**config.mk**
```make
export PLATFORM = sky130hd
export DESIGN_NAME = fir_stream_arbiter
export DESIGN_NICKNAME = d
export VERILOG_FILES = /design/src/rtl/fir_arb_pkg.sv /design/src/rtl/fir_arb_tag_fifo.sv /design/src/rtl/fir_stream_arbiter.sv
export SDC_FILE = /design/constraint.sdc
export NUM_CORES = 1
export LEC_CHECK = 0
export ABC_AREA = 0
export CAP_MARGIN = 20
export CELL_PAD_IN_SITES_DETAIL_PLACEMENT = 1
export CELL_PAD_IN_SITES_GLOBAL_PLACEMENT = 2
export CORE_MARGIN = 3
export CORE_UTILIZATION = 17
export DETAILED_ROUTE_END_ITERATION = 8
export GPL_ROUTABILITY_DRIVEN = 0
export PLACE_DENSITY = 0.84
export SETUP_SLACK_MARGIN = 0.2
export SYNTH_ARGS = -nofsm -noshare
export SYNTH_HDL_FRONTEND = slang
export SYNTH_SLANG_ARGS = --single-unit
```
**constraint.sdc**
```tcl
create_clock -name clk -period 5.3 [get_ports clk]
set_input_delay 1.06 -clock clk [delete_from_list [all_inputs] [get_ports clk]]
set_output_delay 1.06 -clock clk [all_outputs]
set_load 0.03 [all_outputs]
```
**src/rtl/fir_arb_pkg.sv**
```systemverilog
// Shared types and default sizing for the FIR stream arbiter.
// Holds the FSM state type and the channel-index width helper.
package fir_arb_pkg;

  function automatic int idx_w(input int n);
    return (n > 1) ? $clog2(n) : 1;
  endfunction

  localparam int NUM_CH_DEF    = 4;
  localparam int DATA_W_DEF    = 16;
  localparam int RES_W_DEF     = 32;
  localparam int TAG_DEPTH_DEF = 4;
  localparam int CH_IDX_W      = idx_w(NUM_CH_DEF);

  typedef enum logic [1:0] {
    ST_IDLE,
    ST_ARB,
    ST_XFER
  } arb_state_e;

endpackage

```
**src/rtl/fir_arb_tag_fifo.sv**
```systemverilog
// Tag FIFO: remembers which channel owns each packet inside the FIR.
// Synchronous push/pop, pointers wrap modulo DEPTH.
module fir_arb_tag_fifo
  import fir_arb_pkg::*;
#(
  parameter int WIDTH = CH_IDX_W,
  parameter int DEPTH = TAG_DEPTH_DEF
) (
  input  logic                         clk,
  input  logic                         reset,
  input  logic                         push,
  input  logic [WIDTH-1:0]             push_data,
  input  logic                         pop,
  output logic [WIDTH-1:0]             head,
  output logic                         full,
  output logic                         empty,
  output logic [$clog2(DEPTH+1)-1:0]   count
);

  localparam int PTR_W = idx_w(DEPTH);
  localparam int CNT_W = $clog2(DEPTH+1);

  logic [WIDTH-1:0] mem_q [DEPTH];
  logic [PTR_W-1:0] wr_ptr_q, wr_ptr_d;
  logic [PTR_W-1:0] rd_ptr_q, rd_ptr_d;
  logic [CNT_W-1:0] count_q, count_d;
  logic             push_ok, pop_ok;

  assign full    = (count_q == CNT_W'(DEPTH));
  assign empty   = (count_q == '0);
  assign count   = count_q;
  assign head    = mem_q[rd_ptr_q];
  assign push_ok = push && !full;
  assign pop_ok  = pop && !empty;

  always_comb begin
    wr_ptr_d = wr_ptr_q;
    rd_ptr_d = rd_ptr_q;
    if (push_ok) begin
      wr_ptr_d = (wr_ptr_q == PTR_W'(DEPTH-1)) ? '0 : wr_ptr_q + 1'b1;
    end
    if (pop_ok) begin
      rd_ptr_d = (rd_ptr_q == PTR_W'(DEPTH-1)) ? '0 : rd_ptr_q + 1'b1;
    end
    count_d = count_q + CNT_W'(push_ok) - CNT_W'(pop_ok);
  end

  always_ff @(posedge clk or posedge reset) begin
    if (reset) begin
      wr_ptr_q <= '0;
      rd_ptr_q <= '0;
      count_q  <= '0;
    end else begin
      wr_ptr_q <= wr_ptr_d;
      rd_ptr_q <= rd_ptr_d;
      count_q  <= count_d;
    end
  end

  always_ff @(posedge clk) begin
    if (push_ok) begin
      mem_q[wr_ptr_q] <= push_data;
    end
  end

endmodule

```
**src/rtl/fir_stream_arbiter.sv**
```systemverilog
// Round-robin packet arbiter in front of a shared FIR, with tagged result demux.
// Define FIR_ARB_STATS_EN to build the per-channel completed-packet counters.
module fir_stream_arbiter
  import fir_arb_pkg::*;
#(
  parameter int NUM_CH    = NUM_CH_DEF,
  parameter int DATA_W    = DATA_W_DEF,
  parameter int RES_W     = RES_W_DEF,
  parameter int TAG_DEPTH = TAG_DEPTH_DEF
) (
  input  logic                     clk,
  input  logic                     reset,
  input  logic [NUM_CH*DATA_W-1:0] s_tdata,
  input  logic [NUM_CH-1:0]        s_tvalid,
  input  logic [NUM_CH-1:0]        s_tlast,
  output logic [NUM_CH-1:0]        s_tready,
  output logic [DATA_W-1:0]        m_axis_fir_tdata,
  output logic                     m_axis_fir_tvalid,
  output logic                     m_axis_fir_tlast,
  input  logic                     m_axis_fir_tready,
  input  logic [RES_W-1:0]         s_axis_fir_tdata,
  input  logic                     s_axis_fir_tvalid,
  input  logic                     s_axis_fir_tlast,
  output logic                     s_axis_fir_tready,
  output logic [RES_W-1:0]         res_tdata,
  output logic                     res_tlast,
  output logic [NUM_CH-1:0]        res_tvalid,
  input  logic [NUM_CH-1:0]        res_tready,
  output logic [NUM_CH*16-1:0]     stat_pkts
);

  localparam int CH_W  = idx_w(NUM_CH);
  localparam int CNT_W = $clog2(TAG_DEPTH+1);

  arb_state_e      state_q, state_d;
  logic [CH_W-1:0] grant_q, grant_d;
  logic [CH_W-1:0] pick;
  logic            pick_vld;
  int              idx;

  logic             tag_push, tag_pop;
  logic             tag_full, tag_empty;
  logic [CH_W-1:0]  tag_head;
  logic [CNT_W-1:0] tag_cnt;
  logic             tag_room;

  // Registered occupancy only: a pop in this cycle frees room next cycle.
  assign tag_room = !tag_full && (tag_cnt < CNT_W'(TAG_DEPTH));

  always_comb begin
    pick     = '0;
    pick_vld = 1'b0;
    idx      = 0;
    for (int i = 1; i <= NUM_CH; i++) begin
      idx = (int'(grant_q) + i) % NUM_CH;
      if (!pick_vld && s_tvalid[CH_W'(idx)]) begin
        pick_vld = 1'b1;
        pick     = CH_W'(idx);
      end
    end
  end

  always_comb begin
    state_d           = state_q;
    grant_d           = grant_q;
    tag_push          = 1'b0;
    s_tready          = '0;
    m_axis_fir_tdata  = '0;
    m_axis_fir_tvalid = 1'b0;
    m_axis_fir_tlast  = 1'b0;
    unique case (state_q)
      ST_IDLE: begin
        if (|s_tvalid) state_d = ST_ARB;
      end
      ST_ARB: begin
        if (pick_vld && tag_room) begin
          grant_d  = pick;
          tag_push = 1'b1;
          state_d  = ST_XFER;
        end
      end
      ST_XFER: begin
        m_axis_fir_tdata  = s_tdata[grant_q*DATA_W +: DATA_W];
        m_axis_fir_tvalid = s_tvalid[grant_q];
        m_axis_fir_tlast  = s_tlast[grant_q];
        s_tready[grant_q] = m_axis_fir_tready;
        if (s_tvalid[grant_q] && m_axis_fir_tready && s_tlast[grant_q]) begin
          state_d = ST_IDLE;
        end
      end
      default: state_d = ST_IDLE;
    endcase
  end

  always_ff @(posedge clk or posedge reset) begin
    if (reset) begin
      state_q <= ST_IDLE;
      grant_q <= CH_W'(NUM_CH-1);
    end else begin
      state_q <= state_d;
      grant_q <= grant_d;
    end
  end

  fir_arb_tag_fifo #(
    .WIDTH (CH_W),
    .DEPTH (TAG_DEPTH)
  ) u_tag_fifo (
    .clk       (clk),
    .reset     (reset),
    .push      (tag_push),
    .push_data (pick),
    .pop       (tag_pop),
    .head      (tag_head),
    .full      (tag_full),
    .empty     (tag_empty),
    .count     (tag_cnt)
  );

  assign res_tdata = s_axis_fir_tdata;
  assign res_tlast = s_axis_fir_tlast;
  assign tag_pop   = !tag_empty && s_axis_fir_tvalid &&
                     res_tready[tag_head] && s_axis_fir_tlast;

  always_comb begin
    res_tvalid        = '0;
    s_axis_fir_tready = 1'b0;
    if (!tag_empty) begin
      res_tvalid[tag_head] = s_axis_fir_tvalid;
      s_axis_fir_tready    = res_tready[tag_head];
    end
  end

`ifdef FIR_ARB_STATS_EN
  logic [NUM_CH-1:0][15:0] stat_q, stat_d;

  always_comb begin
    stat_d = stat_q;
    if (tag_pop && stat_q[tag_head] != 16'hFFFF) begin
      stat_d[tag_head] = stat_q[tag_head] + 16'd1;
    end
  end

  always_ff @(posedge clk or posedge reset) begin
    if (reset) stat_q <= '0;
    else       stat_q <= stat_d;
  end

  assign stat_pkts = stat_q;
`else
  assign stat_pkts = '0;
`endif

endmodule

```
Yosys cells after proc, flatten, opt, wreduce, memory -nomap -nowiden --
Memory sizes are Yosys's and may differ from the RTL's. Index checks and enable logic that the tools add are counted.
Word-level totals: bits in registers 11, bits in writable memories 8, input bits 113, output and inout port bits 124, logic and storage cells 104, memories kept 1
Memories:
- u_tag_fifo.mem_q | depth 4, bits a word 2, read ports 1, clocked after memory_dff 0, wr ports 1, line fir_arb_tag_fifo.sv:23 | logic [WIDTH-1:0] mem_q [DEPTH];
Cells by class: add/sub/neg operators 8, $lt $le $gt $ge 9, equality and inequality tests 8, shift-type cells 1, muxes and demuxes 46, bitwise logic cells 2, reduce and logical (&&, ||, !) cells 24
Operators by type and width (count):
- indexed part select 64 x 7 -> 16 bit | 1
- 2-to-1 mux 1 bit | 24
- 2-to-1 mux 2 bit | 9
- less-than comparator 2 x 4 -> 1 bit (second input constant) | 4
- 2-to-1 mux 16 bit | 1
- binary-select mux 1 bit (select 2 bit) | 7
- logical AND 1 bit | 14
- adder 2 x 1 -> 2 bit (second input constant) | 4
- AND 4 bit | 2
- 2-to-1 mux 4 bit | 2
- equality test 2 bit (second input constant) | 3
- less-than comparator 2 x 3 -> 1 bit (second input constant) | 2
- inequality test 2 bit (second input constant) | 3
- one-hot mux 2 bit (3 select lines) | 1
- logical NOT 1 bit | 5
- adder 2 bit (second input constant) | 2
- demux 1 bit (select 2 bit) | 2
- >= comparator 2 x 1 -> 1 bit (second input constant) | 2
- OR reduction 4 bit | 1
- adder 3 x 1 -> 3 bit | 1
- equality test 3 bit (second input constant) | 1
- logical NOT 3 bit | 1
- less-than comparator 3 bit (second input constant) | 1
- AND reduction 3 bit | 1
- other kinds (4) | 4

Logic depth before layout (Yosys ltp) --
Gate-level depths: netlist of run 1.
word-level depth 20, mapped depth 11, gate-level depth less buffers 11

By module --
Synthesis of run 1 repeated with hierarchy kept, for this count alone.
Unflattened totals: cells, all modules 254, area total of the unflattened synthesis 2605.0 µm²
By module, submodules not included:
- fir_stream_arbiter | instances 1, cells an instance 204, area each 1863.0 µm², seq. area each 102.6 µm²
- fir_arb_tag_fifo | instances 1, cells an instance 50, area each 742.0 µm², seq. area each 415.4 µm²

Worst setup path before layout of run 1 --
No wires, ideal clock.
path type input to output, start point in s_tvalid[3], end point out m_axis_fir_tvalid, data arrival time 1.999 ns, data required time 4.240 ns, path slack 2.241 ns, stages 4, path buffers 1, cell sequence clkbuf_1 -> mux2_2 -> mux2i_1 -> nor2_1
Between the ends: cells in the longest elaborated chain, start to end 3
RTL lines:
- start, declared | line fir_stream_arbiter.sv:14 | input logic [NUM_CH-1:0] s_tvalid,
- binary-select mux 1 bit (select 2 bit) | line fir_stream_arbiter.sv:84 | m_axis_fir_tvalid = s_tvalid[grant_q];
- 2-to-1 mux 1 bit (implied by the code) | line fir_stream_arbiter.sv:84
- 2-to-1 mux 1 bit | line fir_stream_arbiter.sv:71 | unique case (state_q)
- end, declared | line fir_stream_arbiter.sv:18 | output logic m_axis_fir_tvalid,
No other way between the ends. The select of a mux whose other input is x is not followed.

Worst setup path after layout of run 1 --
start point in s_tvalid[0], end point out m_axis_fir_tvalid
The elaborated chain is that of the path after synthesis.

==> out/summary.md, run 1 <==
The run finished with clean final reports. The logs give 477 for the number of nets in the final layout and 35 for the maximum number of pins on one net before global-route repair. The final setup violation count is 0, and the max-capacitance violation count is 0.

Yosys attributes the largest share of cell area to buf_4 28%, mux4_2 16%, edfxtp_1 9.0%. The total count of max-transition violations in the final report came out at 0. At the worst endpoint, the required time is 4.24 ns. The placed instances occupy a cell area of 3470 um2. The die is 131 um wide.

For the internal power, the log shows 0.000803 W. For the post-synth design cell area, the log shows 2660 um2. The floorplan row count is 45, and the deepest clock path buffer count is 2.

The run gives 2.93 ns as the arrival time of data at the critical path endpoint. The async set-reset flop share out of synthesis came out at 0.579. The starting density of the core is 0.174. The wire length of the first global-routing pass came out at 10700 um.

Depth of the worst register-to-register path: 7. The worst hold path stage count is 1, and the number of synthesized flops with an enable pin is 8. Summing all non-filler instances in the final layout gives an area of 3550 um2.

STA classifies the critical path endpoint as a primary output. In the final routed layout, each cell accounts on average for 12.7 um. The proportion of netlist area held by the largest area contributor is 0.277. Counting instances in the post-synthesis netlist gives the leading cell types as 98 x buf_4, 21 x and2_1, 19 x mux4_2, 18 x nor2_1.

The static leakage was 1.43 nW; the biggest fanout along the worst timing path was 11. The dominant synthesized flop cell is dfrtp_1. TritonCTS built the clock tree. The tools report the I/O pin count as 237. The worst hold path belongs to the class reg2reg. The maximum resistive drop on vdd was 152 uV. Switching share of power: 0.450. In the final layout, the multi-input gates occupy 1550 um2. Across all hold checks on the routed design, the worst slack comes to 0.475 ns. The count of buffers added by post-CTS timing repair for setup came out at 0. The routed layout has 2034 vias. In the final layout, flip-flops and latches occupy 518 um2. For the total die area, the log shows 17200 um2.

In this run the power density over the cells is 412 nW/um2. The number of distinct library cells after synthesis is 45, and the number of synthesis warnings is 0. Based on the critical path, the design can be clocked at up to 250 MHz. The number of global-route vias before repair is 2074, and the height of the die is 131 um. The transition time of the tightest slew-check pin is 0.897 ns, and the average vias per placed instance is 3.62. The initial antenna violation count is 0, and the total count of hold-check failures in the final report is 0.

After the first detailed-routing iteration, the DRC count stood at 45. The fill cell instance count of the final layout was 1770. In this run, CTS created clock tree buffers numbering 3. The synthesis-to-layout area growth works out to 33.4%.

Library cell occupying the most area in the post-synthesis netlist: buf_4. After detailed routing, the number of remaining DRC violations is 0. The number of cells upsized or downsized after cts is 0, and the antenna violation net count after detailed routing is 0. The total area inside the core boundary comes to 15300 um2.

Half-perimeter wire length after detailed placement: 6080 um. The total net switching power came out at 0.000656 W. The overall track demand over capacity in global routing was 0.0772; the clock edge transition at the registers on the reported setup and hold paths was 0.05 ns. Number of I/O port buffers: 108. Including well taps, the total number of placed cells is 558. The post-route setup TNS came out at 0 ns. The fraction of final layout cells sized beyond drive strength 1 was 0.0969. The clock tree root driver cell was clkbuf_16. The total overflow left after global routing is 0. The sequential element share of the synthesized area is 0.195, and the mean instance size in the synthesized netlist is 9.32 um2. The startpoint kind of the worst setup timing path is a primary input. The share of the clock period used by the worst path came out at 0.753. The number of synthesized register bits was 19. Across the routed clock network, the largest skew measured is 0.00397 ns. For this block, the routed nets add up to 7170 um of wire. The fraction of power consumed by combinational cells was 0.649; the total number of clock tree sinks was 19. The final core utilization was 0.232; the post-synthesis instance total was 285. The tools report the number of search-and-repair iterations in the first detailed-routing pass as 4. The clock group share of total power was 0.104. After the flow finishes, the layout carries non-filler instances totaling 562. For the relative slew slack, the log shows 0.402. After layout, the minimum clock period comes to 3.99 ns.

0 antenna diodes ended up in the layout. The most repeated cell in the gate-level netlist after synthesis was buf_4. By startpoint and endpoint, the worst setup path is classified as in2out. The H-tree depth is 1, and the insertion delay to the later sink of the worst-skew pair is 0.25 ns. The sequential group share of total power came out at 0.247. Buffers inserted to repair hold after CTS numbered 0. Setup repair after global routing left no endpoint under its margin.
final timing paths:
| check | startpoint | end | slack, ns |
|---|---|---|---|
| worst max-delay path | s_tvalid[0] | m_axis_fir_tvalid | 1.31 |
| max in group asynchronous | reset | grant_q[1]$_DFFE_PP1N_ | 3.81 |
| worst max register to register | grant_q[0]$_DFFE_PP1N_ | u_tag_fifo.mem_q[1][0]$_DFFE_PP_ | 1.62 |
| worst min register to register | state_q[1]$_DFFE_PP0P_ | state_q[0]$_DFFE_PP0P_ | 0.47 |
| min in group asynchronous | reset | u_tag_fifo.count[2]$_DFF_PP0_ | 1.16 |
| worst min-delay path | state_q[1]$_DFFE_PP0P_ | state_q[0]$_DFFE_PP0P_ | 0.47 |
flip-flops by register name (all words and copies together), names as in the netlist:
| signal | flops |
|---|---|
| grant_q | 2 |
| state_q | 2 |
| u_tag_fifo.wr_ptr_q | 2 |
| u_tag_fifo.count | 3 |
| u_tag_fifo.mem_q | 8 |
| u_tag_fifo.rd_ptr_q | 2 |
cells in the final DEF (no fill, tap or decap), types with 2 or more instances in the layout:
cell and count:
mux2i_1 9, nand2b_1 2, xnor2_1 3, and2_1 21, o21ai_1 2, o21a_1 2, o21ai_0 4, a31oi_1 2
clkdlybuf4s50_1 108, a21oi_1 3, ha_1 11, mux2_1 2, inv_1 11, mux4_2 19, o32ai_1 2, conb_1 64
dfrtp_1 9, nand2_1 11, nor2b_1 3, nand3_1 2, mux2_2 4, nor2_1 18, or2_2 3, clkbuf_16 3
dfstp_2 2, and3_1 5, edfxtp_1 8
metrics by stage:
| stage | total power, W | setup slack [ns] |
|---|---|---|
| after detailed placement | 0.00132 | 1.29 |
| after global placement | 0.00128 | 1.34 |
| final | 0.00146 | 1.31 |
| after CTS | 0.00148 | 1.29 |
| after floorplan | 0.00110 | 2.24 |
| after global routing | 0.00158 | 1.20 |
power groups by stage:
| stage | sequential, W | combinational (W) | clock (W) |
|---|---|---|---|
| finish | 0.000361 | 0.000947 | 0.000151 |
| global route | 0.000386 | 0.00103 | 0.000162 |
| detailed placement | 0.000369 | 0.000955 | 0 |
| floorplan | 0.000268 | 0.000836 | 0 |
| CTS | 0.000367 | 0.000959 | 0.000154 |
| global placement | 0.000366 | 0.000917 | 0 |
cell families after synthesis:
kind of cell | Yosys count | share of synthesized area
other cells | 1 | 0.00141
xor+xnor | 3 | 0.00989
fa+ha+maj | 12 | 0.0593
simple gates | 69 | 0.136
buf+inv | 122 | 0.312
mux | 34 | 0.220
flops | 19 | 0.195
compound gates | 25 | 0.0669
area by class of cell:
| type | instances | share of cell area |
|---|---|---|
| Multi-Input combinational cell | 207 | 0.436 |
| Timing Repair Buffer | 109 | 0.308 |
| Sequential cell | 19 | 0.146 |
| Tap cell | 211 | 0.0745 |
| Clock buffer | 4 | 0.0222 |
| Inverter | 12 | 0.0127 |
layer usage:
layer  vias to the layer above  track usage  part of all wire
met2                        74        0.153              0.56
met3                         9      0.00894             0.070
li1                        946            -                 -
met5                         -            0                 0
met1                      1005       0.0849              0.36
met4                         0       0.0218            0.0094
critical path: stages:
cell and delay, ns:
clkdlybuf4s50_1 0.71, mux2_2 0.25, mux2i_1 0.08, nor2_1 0.14
clkdlybuf4s50_1 0.70
(Power assumes the default switching activity.)
==> inputs of run 2 (changes only) <==
--- a/config.mk
+++ b/config.mk
@@ -10,10 +10,10 @@
 export CELL_PAD_IN_SITES_DETAIL_PLACEMENT = 1
 export CELL_PAD_IN_SITES_GLOBAL_PLACEMENT = 2
 export CORE_MARGIN = 3
-export CORE_UTILIZATION = 17
+export CORE_UTILIZATION = 16
 export DETAILED_ROUTE_END_ITERATION = 8
 export GPL_ROUTABILITY_DRIVEN = 0
-export PLACE_DENSITY = 0.84
+export PLACE_DENSITY = 0.8
 export SETUP_SLACK_MARGIN = 0.2
 export SYNTH_ARGS = -nofsm -noshare
 export SYNTH_HDL_FRONTEND = slang
==> constraint.sdc (replaced) <==
create_clock -name clk -period 3.7 [get_ports clk]
set_input_delay 0.74 -clock clk [delete_from_list [all_inputs] [get_ports clk]]
set_output_delay 0.74 -clock clk [all_outputs]
set_load 0.03 [all_outputs]
==> out/summary.md, run 2 (synthesis gave the netlist of run 1 again) <==
The biggest fanout along the worst timing path came out at 12 (was 11). The worst path setup slack after routing was 0.376 ns (was 1.31 ns). The final setup violation count came out at 0 (unchanged). Reg-to-reg critical path endpoint: u_tag_fifo.count[2]$_DFF_PP0_ (was u_tag_fifo.mem_q[1][0]$_DFFE_PP_). The cell type with the highest occurrence count on the critical path is clkdlybuf4s50_1 (unchanged). Count of buffers added by post-CTS timing repair for setup: 0 (unchanged).

Based on the critical path, the design can be clocked at up to 301 MHz. The register containing the most flip-flops in the final layout was u_tag_fifo.mem_q (unchanged). The share of the clock period used by the worst path was 0.898; the total count of max-transition violations in the final report was 0 (unchanged).

Worst-path cell chain: clkdlybuf4s50_1 > mux2_2 > mux2i_1 > nor2_1 > clkdlybuf4s50_1 (unchanged). The required time at the endpoint of the critical path was 2.96 ns (was 4.24 ns). The run finished with clean final reports. For the static leakage, the log shows 1.45 nW (was 1.43 nW).

The half-perimeter wire length after detailed placement is 6560 um (was 6080 um). The core area is 16100 um2 (was 15300 um2). The total die area was 18200 um2 (was 17200 um2); the total count of hold-check failures in the final report was 0 (unchanged). Number of placed instances with taps included: 566 (was 558). The arrival time of data at the critical path endpoint was 2.58 ns (was 2.93 ns); the floorplan row count was 46 (was 45). Worst setup path category: in2out (unchanged). Clock tree root driver cell: clkbuf_16 (unchanged). The tools report the cts-stage hold buffer count as 0 (unchanged). The die boundary width came out at 135 um (was 131 um). The transition time of the tightest slew-check pin was 0.545 ns (was 0.897 ns); the post-placement setup slack was 0.373 ns (was 1.29 ns).

The class of the worst hold path is reg2reg (unchanged). The number of CTS-inserted buffers is 3 (unchanged), and the total power divided by cell area is 596 nW/um2 (was 412 nW/um2). The number of diodes is 0 (unchanged), and the final instance count without filler cells is 570 (was 562).

For the total DRC errors in the routed layout, the log shows 0 (unchanged). The most common library cell in the layout ignoring fill and taps is clkdlybuf4s50_1 (unchanged). The starting density of the core is 0.165 (was 0.174). The logs give 0 (unchanged) for the initial antenna violation count and 0 (unchanged) for the antenna violation net count after detailed routing.

The via count of the routed design was 2058 (was 2034). The relative slew slack was 0.635 (was 0.402). Worst setup path startpoint: s_tvalid[2] (was s_tvalid[0]). Depth of the worst register-to-register path: 11 (was 7). The height of the die is 135 um (was 131 um), and the maximum cell stage delay along the critical path is 0.69 ns (was 0.71 ns). The logic depth of the worst setup path including buffers is 5 (unchanged). The tools report the worst reg2reg path startpoint as u_tag_fifo.rd_ptr_q[0]$_DFFE_PP0P_ (was grant_q[0]$_DFFE_PP1N_).

Worst setup path endpoint: m_axis_fir_tvalid (unchanged). Commonest cells after routing, fill and taps aside: 108 x clkdlybuf4s50_1, 64 x conb_1, 21 x and2_1, 19 x mux4_2, 18 x nor2_1 (unchanged). Post-route setup TNS: 0 ns (unchanged).

The logs give 172 uV (was 152 uV) for the maximum resistive drop on vdd and 47 (was 45) for the violation count after the first detailed-route iteration. The number of nets in the final layout was 480 (was 477); the final routed wire length divided by cell count was 13.6 um (was 12.7 um). The logs give 0.76 ns (was 1.62 ns) for the setup slack on the worst flop-to-flop path and 7730 um (was 7170 um) for the sum of routed wire length over all layers. For the final hold slack, the log shows 0.497 ns (was 0.475 ns). The tools report the startpoint kind of the worst setup timing path as a primary input (unchanged). The synthesis-to-layout area growth works out to 34.8% (was 33.4%). The run gives 0.0799 (was 0.0772) as the overall track demand over capacity in global routing. The run gives 19 (unchanged) as the total number of clock tree sinks. The maximum number of pins on one net before global-route repair was 27 (was 35). The clock edge transition at the registers on the reported setup and hold paths was 0.05 ns (about the same). The insertion delay to the later sink of the worst-skew pair came out at 0.25 ns (about the same). The tools report the deepest clock path buffer count as 2 (unchanged).

The max-capacitance violation count was 0 (unchanged); the number of search-and-repair iterations in the first detailed-routing pass was 4 (unchanged). The slowest stage cell on the critical path is clkdlybuf4s50_1 (unchanged). The run gives 237 (unchanged) as the I/O pin count. The shortest period the worst path allows works out to 3.32 ns. The fill cell instance count of the final layout is 1853 (was 1770).

The number of buffers and inverters on the critical path was 2 (unchanged); the wire length of the first global-routing pass was 11600 um (was 10700 um). Fraction of final layout cells sized beyond drive strength 1: 0.105 (was 0.0969). TritonCTS built the clock tree. Gate family responsible for the most delay along the worst path: buffers and inverters (unchanged).

The endpoint kind of the worst setup timing path was a primary output (unchanged). The average vias per placed instance was 3.61 (was 3.62). Setup repair after global routing left no endpoint under its margin. The number of cells upsized or downsized after cts is 0 (unchanged), and the number of I/O port buffers is 108 (unchanged). The clock skew after layout is 0.00217 ns (was 0.00397 ns), and the overall overflow remaining after global route is 0 (unchanged).

The total placed instance area was 3500 um2 (was 3470 um2); the H-tree depth was 1 (unchanged). The number of global-route vias before repair was 2187 (was 2074). The area of all placed cells without fillers is 3580 um2 (was 3550 um2), and the flip-flop count of the largest register, all copies and words added is 8 (unchanged).
-- run 2: cell count changes in the layout (fill, tap and decap cells not counted), sizes merged --
cell and delta:
buf +3
-- run 2: worst min-delay path by stage --
stage                                 startpoint  cells after the start  slack (ns)                     end
after floorplan           state_q[1]$_DFFE_PP0P_                      1        0.43  state_q[0]$_DFFE_PP0P_
after global placement    state_q[1]$_DFFE_PP0P_                      1        0.45  state_q[0]$_DFFE_PP0P_
after detailed placement  state_q[1]$_DFFE_PP0P_                      1        0.48  state_q[0]$_DFFE_PP0P_
after CTS                 state_q[1]$_DFFE_PP0P_                      1        0.51  state_q[0]$_DFFE_PP0P_
after global routing      state_q[1]$_DFFE_PP0P_                      1        0.53  state_q[0]$_DFFE_PP0P_
final                     state_q[1]$_DFFE_PP0P_                      1        0.50  state_q[0]$_DFFE_PP0P_
-- run 2: area by class of cell --
type                       count  area, um2  share of cell area
timing repair buffer         112       1120               0.314
tap                          216        270              0.0754
inverter                      12       45.0              0.0126
multi-input combinational    207       1550               0.432
clock buffer                   4       78.8              0.0220
sequential                    19        518               0.145
-- run 2: report_power, final --
group	internal, W	switching (W)
registers	0.000334	0.0000852
clock network	0.000147	0.0000750
logic	0.000691	0.000803
total	0.00117	0.000963
-- run 2: per-stage QoR --
step,utilization,power (W)
after floorplan,-,0.00158
after global placement,0.218,0.00188
after detailed placement,0.218,0.00194
after CTS,0.223,0.00218
after global routing,0.223,0.00231
final,0.223,0.00213
-- run 2: metal layers --
metal	wire length, um	GRT usage	vias up
met1	2820	0.0880	1019
met2	4330	0.157	78
met5	0	0	-
li1	-	-	954
met3	505	0.0156	7
met4	76	0.0175	0
-- run 2: worst reg2reg max path: cells and delay by family (launching register included) --
family	cells	cell delay [ns]
mux	3	0.93
xor+xnor	2	0.33
flops	1	0.47
buf+inv	2	0.11
fa+ha+maj	3	0.84
simple gates	1	0.17
